==> src/rtl/countdown_display_controller.sv <==
// Irrigation timer core: BCD MM:SS countdown with a time-multiplexed 4-bit
// digit code bus that drives the 7-segment decoder, and an "Erro" fault display.
module countdown_display_controller #(
    parameter int TICKS_PER_SECOND = 50_000_000,
    parameter int SCAN_DIVIDER     = 50_000
) (
    input  logic        i_clock,
    input  logic        i_reset,
    input  logic [15:0] i_preset,
    input  logic        i_load,
    input  logic        i_start,
    input  logic        i_pause,
    input  logic        i_clear,
    input  logic        i_error_in,
    output logic [3:0]  o_data,
    output logic [3:0]  o_digit_select,
    output logic        o_running,
    output logic        o_done
);

    localparam int TICK_W = (TICKS_PER_SECOND > 2) ? $clog2(TICKS_PER_SECOND) : 1;
    localparam int SCAN_W = (SCAN_DIVIDER > 1) ? $clog2(SCAN_DIVIDER) : 1;
    localparam logic [TICK_W-1:0] TICK_LAST = TICK_W'(TICKS_PER_SECOND - 1);
    localparam logic [SCAN_W-1:0] SCAN_LAST = SCAN_W'(SCAN_DIVIDER - 1);

    localparam logic [3:0] CODE_E = 4'b1100;
    localparam logic [3:0] CODE_R = 4'b1110;
    localparam logic [3:0] CODE_O = 4'b1111;

    typedef enum logic [2:0] {
        S_IDLE,
        S_RUNNING,
        S_PAUSED,
        S_DONE,
        S_ERROR
    } state_t;

    state_t              r_state;
    state_t              w_next_state;
    logic [15:0]         r_count;
    logic [15:0]         w_next_count;
    logic [15:0]         w_dec_count;
    logic [TICK_W-1:0]   r_tick;
    logic [TICK_W-1:0]   w_next_tick;
    logic                w_tick_wrap;
    logic                w_preset_ok;
    logic                w_pause_only;
    logic [SCAN_W-1:0]   r_scan_div;
    logic [SCAN_W-1:0]   w_next_scan_div;
    logic [1:0]          r_scan_idx;
    logic [1:0]          w_next_scan_idx;
    logic [3:0]          r_data;
    logic [3:0]          r_digit_sel;
    logic                r_running;
    logic                r_done;

    // A preset is a legal time only if every nibble is a decimal digit and
    // the tens-of-seconds digit is at most 5.
    function automatic logic preset_valid(input logic [15:0] p);
        logic ok;
        ok = 1'b1;
        for (int k = 0; k < 4; k++) begin
            if (p[k*4 +: 4] > 4'd9) begin
                ok = 1'b0;
            end
        end
        if (p[7:4] > 4'd5) begin
            ok = 1'b0;
        end
        return ok;
    endfunction

    function automatic logic [15:0] bcd_decrement(input logic [15:0] v);
        logic [3:0] m1;
        logic [3:0] m0;
        logic [3:0] s1;
        logic [3:0] s0;
        {m1, m0, s1, s0} = v;
        if (s0 != 4'd0) begin
            s0 = s0 - 4'd1;
        end else begin
            s0 = 4'd9;
            if (s1 != 4'd0) begin
                s1 = s1 - 4'd1;
            end else begin
                s1 = 4'd5;
                if (m0 != 4'd0) begin
                    m0 = m0 - 4'd1;
                end else begin
                    m0 = 4'd9;
                    m1 = m1 - 4'd1;
                end
            end
        end
        return {m1, m0, s1, s0};
    endfunction

    function automatic logic [3:0] digit_code(input logic is_err,
                                              input logic [15:0] cnt,
                                              input logic [1:0] idx);
        logic [3:0] code;
        if (is_err) begin
            case (idx)
                2'd3:    code = CODE_E;
                2'd2:    code = CODE_R;
                2'd1:    code = CODE_R;
                default: code = CODE_O;
            endcase
        end else begin
            code = cnt[{idx, 2'b00} +: 4];
        end
        return code;
    endfunction

    assign w_dec_count  = bcd_decrement(r_count);
    assign w_tick_wrap  = (r_tick == TICK_LAST);
    assign w_preset_ok  = preset_valid(i_preset);
    assign w_pause_only = i_pause && !i_start;

    always_comb begin
        w_next_state = r_state;
        w_next_count = r_count;
        w_next_tick  = r_tick;
        if (i_error_in) begin
            w_next_state = S_ERROR;
        end else begin
            case (r_state)
                S_ERROR: begin
                    if (i_clear) begin
                        w_next_state = S_IDLE;
                        w_next_count = 16'h0000;
                        w_next_tick  = '0;
                    end
                end
                S_IDLE: begin
                    if (i_clear) begin
                        w_next_count = 16'h0000;
                        w_next_tick  = '0;
                    end else if (i_load) begin
                        if (w_preset_ok) begin
                            w_next_count = i_preset;
                            w_next_tick  = '0;
                        end else begin
                            w_next_state = S_ERROR;
                        end
                    end else if (i_start && (r_count != 16'h0000)) begin
                        w_next_state = S_RUNNING;
                    end
                end
                S_RUNNING: begin
                    // A second boundary is honoured even on a pause edge; done wins over pause.
                    if (i_clear) begin
                        w_next_state = S_IDLE;
                        w_next_count = 16'h0000;
                        w_next_tick  = '0;
                    end else if (w_tick_wrap) begin
                        w_next_tick  = '0;
                        w_next_count = w_dec_count;
                        if (w_dec_count == 16'h0000) begin
                            w_next_state = S_DONE;
                        end else if (w_pause_only) begin
                            w_next_state = S_PAUSED;
                        end
                    end else if (w_pause_only) begin
                        w_next_state = S_PAUSED;
                    end else begin
                        w_next_tick = r_tick + 1'b1;
                    end
                end
                S_PAUSED: begin
                    if (i_clear) begin
                        w_next_state = S_IDLE;
                        w_next_count = 16'h0000;
                        w_next_tick  = '0;
                    end else if (i_load) begin
                        if (w_preset_ok) begin
                            w_next_state = S_IDLE;
                            w_next_count = i_preset;
                            w_next_tick  = '0;
                        end else begin
                            w_next_state = S_ERROR;
                        end
                    end else if (i_start) begin
                        w_next_state = S_RUNNING;
                    end
                end
                S_DONE: begin
                    if (i_clear) begin
                        w_next_state = S_IDLE;
                        w_next_count = 16'h0000;
                        w_next_tick  = '0;
                    end else if (i_load) begin
                        if (w_preset_ok) begin
                            w_next_state = S_IDLE;
                            w_next_count = i_preset;
                            w_next_tick  = '0;
                        end else begin
                            w_next_state = S_ERROR;
                        end
                    end
                end
                default: begin
                    w_next_state = S_IDLE;
                    w_next_count = 16'h0000;
                    w_next_tick  = '0;
                end
            endcase
        end
    end

    always_comb begin
        w_next_scan_div = r_scan_div + 1'b1;
        w_next_scan_idx = r_scan_idx;
        if (r_scan_div == SCAN_LAST) begin
            w_next_scan_div = '0;
            w_next_scan_idx = r_scan_idx + 2'd1;
        end
    end

    // Display outputs are built from next-cycle values so data and digit
    // select land on the same edge as the state, count and scan index.
    always_ff @(posedge i_clock or posedge i_reset) begin
        if (i_reset) begin
            r_state     <= S_IDLE;
            r_count     <= 16'h0000;
            r_tick      <= '0;
            r_scan_div  <= '0;
            r_scan_idx  <= 2'd0;
            r_data      <= 4'b0000;
            r_digit_sel <= 4'b1110;
            r_running   <= 1'b0;
            r_done      <= 1'b0;
        end else begin
            r_state     <= w_next_state;
            r_count     <= w_next_count;
            r_tick      <= w_next_tick;
            r_scan_div  <= w_next_scan_div;
            r_scan_idx  <= w_next_scan_idx;
            r_data      <= digit_code(w_next_state == S_ERROR, w_next_count, w_next_scan_idx);
            r_digit_sel <= ~(4'b0001 << w_next_scan_idx);
            r_running   <= (w_next_state == S_RUNNING);
            r_done      <= (w_next_state == S_DONE);
        end
    end

    assign o_data         = r_data;
    assign o_digit_select = r_digit_sel;
    assign o_running      = r_running;
    assign o_done         = r_done;

endmodule
==> config.mk <==
export PLATFORM = sky130hd
export DESIGN_NAME = countdown_display_controller
export DESIGN_NICKNAME = d
export VERILOG_FILES = /design/src/rtl/countdown_display_controller.sv
export SDC_FILE = /design/constraint.sdc
export NUM_CORES = 1
export LEC_CHECK = 0
export BUFFER_PORTS_ARGS = -buffer_cell sky130_fd_sc_hd__buf_2
export CORE_MARGIN = 10
export CORE_UTILIZATION = 40
export DETAILED_ROUTE_END_ITERATION = 16
export PLACE_DENSITY = 0.62
export SYNTH_ARGS = -nofsm -noshare
export SYNTH_HDL_FRONTEND = slang
export SYNTH_SLANG_ARGS = --single-unit
==> constraint.sdc <==
create_clock -name i_clock -period 6.8 [get_ports i_clock]
set_clock_uncertainty 0.2 [all_clocks]
set_input_delay 1.36 -clock i_clock [delete_from_list [all_inputs] [get_ports i_clock]]
set_output_delay 1.36 -clock i_clock [all_outputs]
set_load 0.02 [all_outputs]
==> flow_metrics.tcl <==
set metrics [dict create \
    io_pins 33 \
    intPower_uw 631.1 \
    routed_wl_um 11310 \
    min_from "r_scan_div[0]" \
    synthAdderAreaFrac 0.01193 \
    cts_buffers 9 \
    place_area_um2 4499 \
    root_buffer "clkbuf_8" \
    crit_path_start "i_error_in" \
    cp.depth 8 \
    fin_crit_sh 0.5512 \
    cp_max_fo 14 \
    synth_ff_type "dfrtp_1" \
    arrival_ps 3830 \
    yosysWarnings 0 \
    yosys.area_share.simple 0.2734 \
    synthMuxAreaShare 0.002385 \
    p_leak_uw 0.002109 \
    cp_slowest_cell "nor3_1" \
    cts-resized-gates 0 \
    path_cells "buf_2 > inv_1 > nand2_1 > nor3_1 > a32o_1 > nor2_1 > a221oi_1 > a2bb2oi_1" \
    synth.yosys.seq_area_share 0.4362 \
    maxSlewViolCount 0 \
    hold_class "reg2reg" \
    drive_above_1_share 0.1451 \
    gr-total-overflow 0 \
    min_path_cells 1 \
    power_density_nw_per_um2 184.2 \
    synth_cell_type_count 73 \
    insertion_delay_ps 370 \
    grt_antenna_before_repair 0 \
    die_x_um 122.4 \
    grt_max_degree 74 \
    cap_viol_max_count 0 \
    syn-num-nets 488 \
    syn-cell-area_um2 4197 \
    avgSynthCellArea_um2 9.103 \
    grt_usage 0.1565 \
    mostFrequentLayoutCell "dfrtp_1" \
    dieArea_um2 14990 \
    slew_headroom 0.1874 \
    area_growth_pct 12.13 \
    endpoint_kind "flop" \
    synth-compound-area-share 0.1792 \
    cp-start-kind "primary input" \
    cp_num_buf_inv 2 \
    clkPwrFrac 0.421 \
    vias 3683 \
    worst_slew_pin_slew_ps 1210 \
    start_util 0.4083 \
    cts_setup_buffers 0 \
    fmax_ghz 0.2668 \
    cts-htree-levels 3 \
    finalSetupViolations 0 \
    ir_drop_mv 0.1139 \
    synth_cells 461 \
    ys_async_sr_fraction 1.000 \
    final_net_count 525 \
    first_global_vias 3575 \
    synth-edff-count 0 \
    cts_hold_buf 0 \
    place.gp.congestion 0.9519 \
    setup_ws_ps 3052 \
    pwr-share-seq 0.507 \
    fin_area_um2 4706 \
    ys_ff_latch 73 \
    remaining_drc_errors 0 \
    critical_path_class "in2reg" \
    drt-pass1-iter-count 5 \
    chipHeight_um 122.4 \
    dpl_worst_slack_ps 2750 \
    cp_data_required_time_ps 6890 \
    outcome "finished clean" \
    p_comb_frac 0.072 \
    io_buffers 32 \
    hpwlAfterDp_um 8248 \
    synth_xor_xnor_area_share 0.06887 \
    coreArea_um2 10280 \
    clock_path_buffers 2 \
    hold_viol 0 \
    ant_nets 0 \
    timing.rr.start "r_tick[8]" \
    clkSinkCount 73 \
    cts.clk_slew.worst_paths_ps 100 \
    drt_iter0_markers 376 \
    r2r_cells 8 \
    synth_top_family_by_area "simple AND/OR/NAND/NOR gates" \
    tritoncts "done" \
    setup_tns_ps 0 \
    viasPerCell 5.764 \
    antenna_cells 0 \
    netSwitchingPower_uw 235.8 \
    wl_per_cell_um 17.69 \
    grt_pass1_wl_um 18660 \
    cpPeakStageDelay_ps 1020 \
    layout_common_cells "dfrtp_1, nor2_1, nand2_1" \
    post-route-min-period_ps 3748 \
    crit_family "simple AND/OR/NAND/NOR gates" \
    rows 37 \
    rsz0062_at_grt "false" \
    switching_share 0.2720 \
]
## sequential cells by signal, indices dropped and copies added (netlist names)
signal,count
o_digit_select,4
o_done,1
r_count,16
r_state,3
o_running,1
o_data,4
r_scan_div,16
r_scan_idx,2
r_tick,26
## path summary, 6_finish.rpt
| kind | end | slack, ps |
|---|---|---|
| hold reg to reg | r_scan_div[0] | 270 |
| min in group asynchronous | r_tick[12] | 1070 |
| max in group asynchronous | r_scan_div[9] | 4730 |
| setup reg to reg | o_data[1] | 3550 |
| setup / recovery | o_data[2] | 3050 |
| hold / removal | r_scan_div[0] | 270 |
## final cells by class
class	instances	area [µm²]
inverters	16	60.06
well taps	136	170.2
clock inverters	7	82.58
fillers	1004	5572
repair buffers	36	190.2
multi-input cells	362	2248
flip-flops and latches	73	1831
clock buffers	9	123.9
## power groups by stage
stage          clock, µW  combinational, µW  sequential, µW
6_report             365               62.0             440
5_1_grt              394               68.4             440
4_1_cts              373               61.8             440
3_5_place_dp           0               61.5             448
3_3_place_gp           0               61.5             448
2_1_floorplan          0               34.1             450
## routing by layer
metal | vias to the layer above | global-route usage | part of all wire
met1 | 1747 | 0.2076 | 0.45
li1 | 1764 | - | -
met2 | 143 | 0.2365 | 0.45
met3 | 29 | 0.04040 | 0.065
met4 | 0 | 0.06775 | 0.028
met5 | - | 0 | 0
## through the flow
step	utilization	hold WS [ps]	std cells	power, µW
5_1_grt	0.4579	295.9	639	902.9
2_1_floorplan	-	225.1	461	484.0
3_3_place_gp	0.4378	239.5	623	509.6
3_5_place_dp	0.4378	264.0	623	509.5
6_report	0.4579	270.5	639	866.9
4_1_cts	0.4579	277.5	639	874.7
## cells in the mapped netlist (9+ instances only)
library cell	instances	area share
o21ai_0	21	0.025
nor3_1	12	0.014
a21oi_1	15	0.018
xnor2_1	9	0.019
a31oi_1	10	0.015
xor2_1	24	0.050
nand4_1	10	0.015
nand2_1	42	0.038
inv_1	15	0.013
dfrtp_1	70	0.42
nand3_1	27	0.032
nor2_1	66	0.059
and3_1	13	0.019
## logic make-up (layout without fill, tap and decap cells)
| family | after synthesis | count (layout) |
|---|---|---|
| simple gates | 218 | 218 |
| xor+xnor | 33 | 33 |
| buf+inv | 26 | 68 |
| mux | 1 | 1 |
| compound gates | 106 | 106 |
| fa+ha+maj | 4 | 4 |
| flops | 73 | 73 |
No activity file was read; power rests on OpenSTA's default activity.
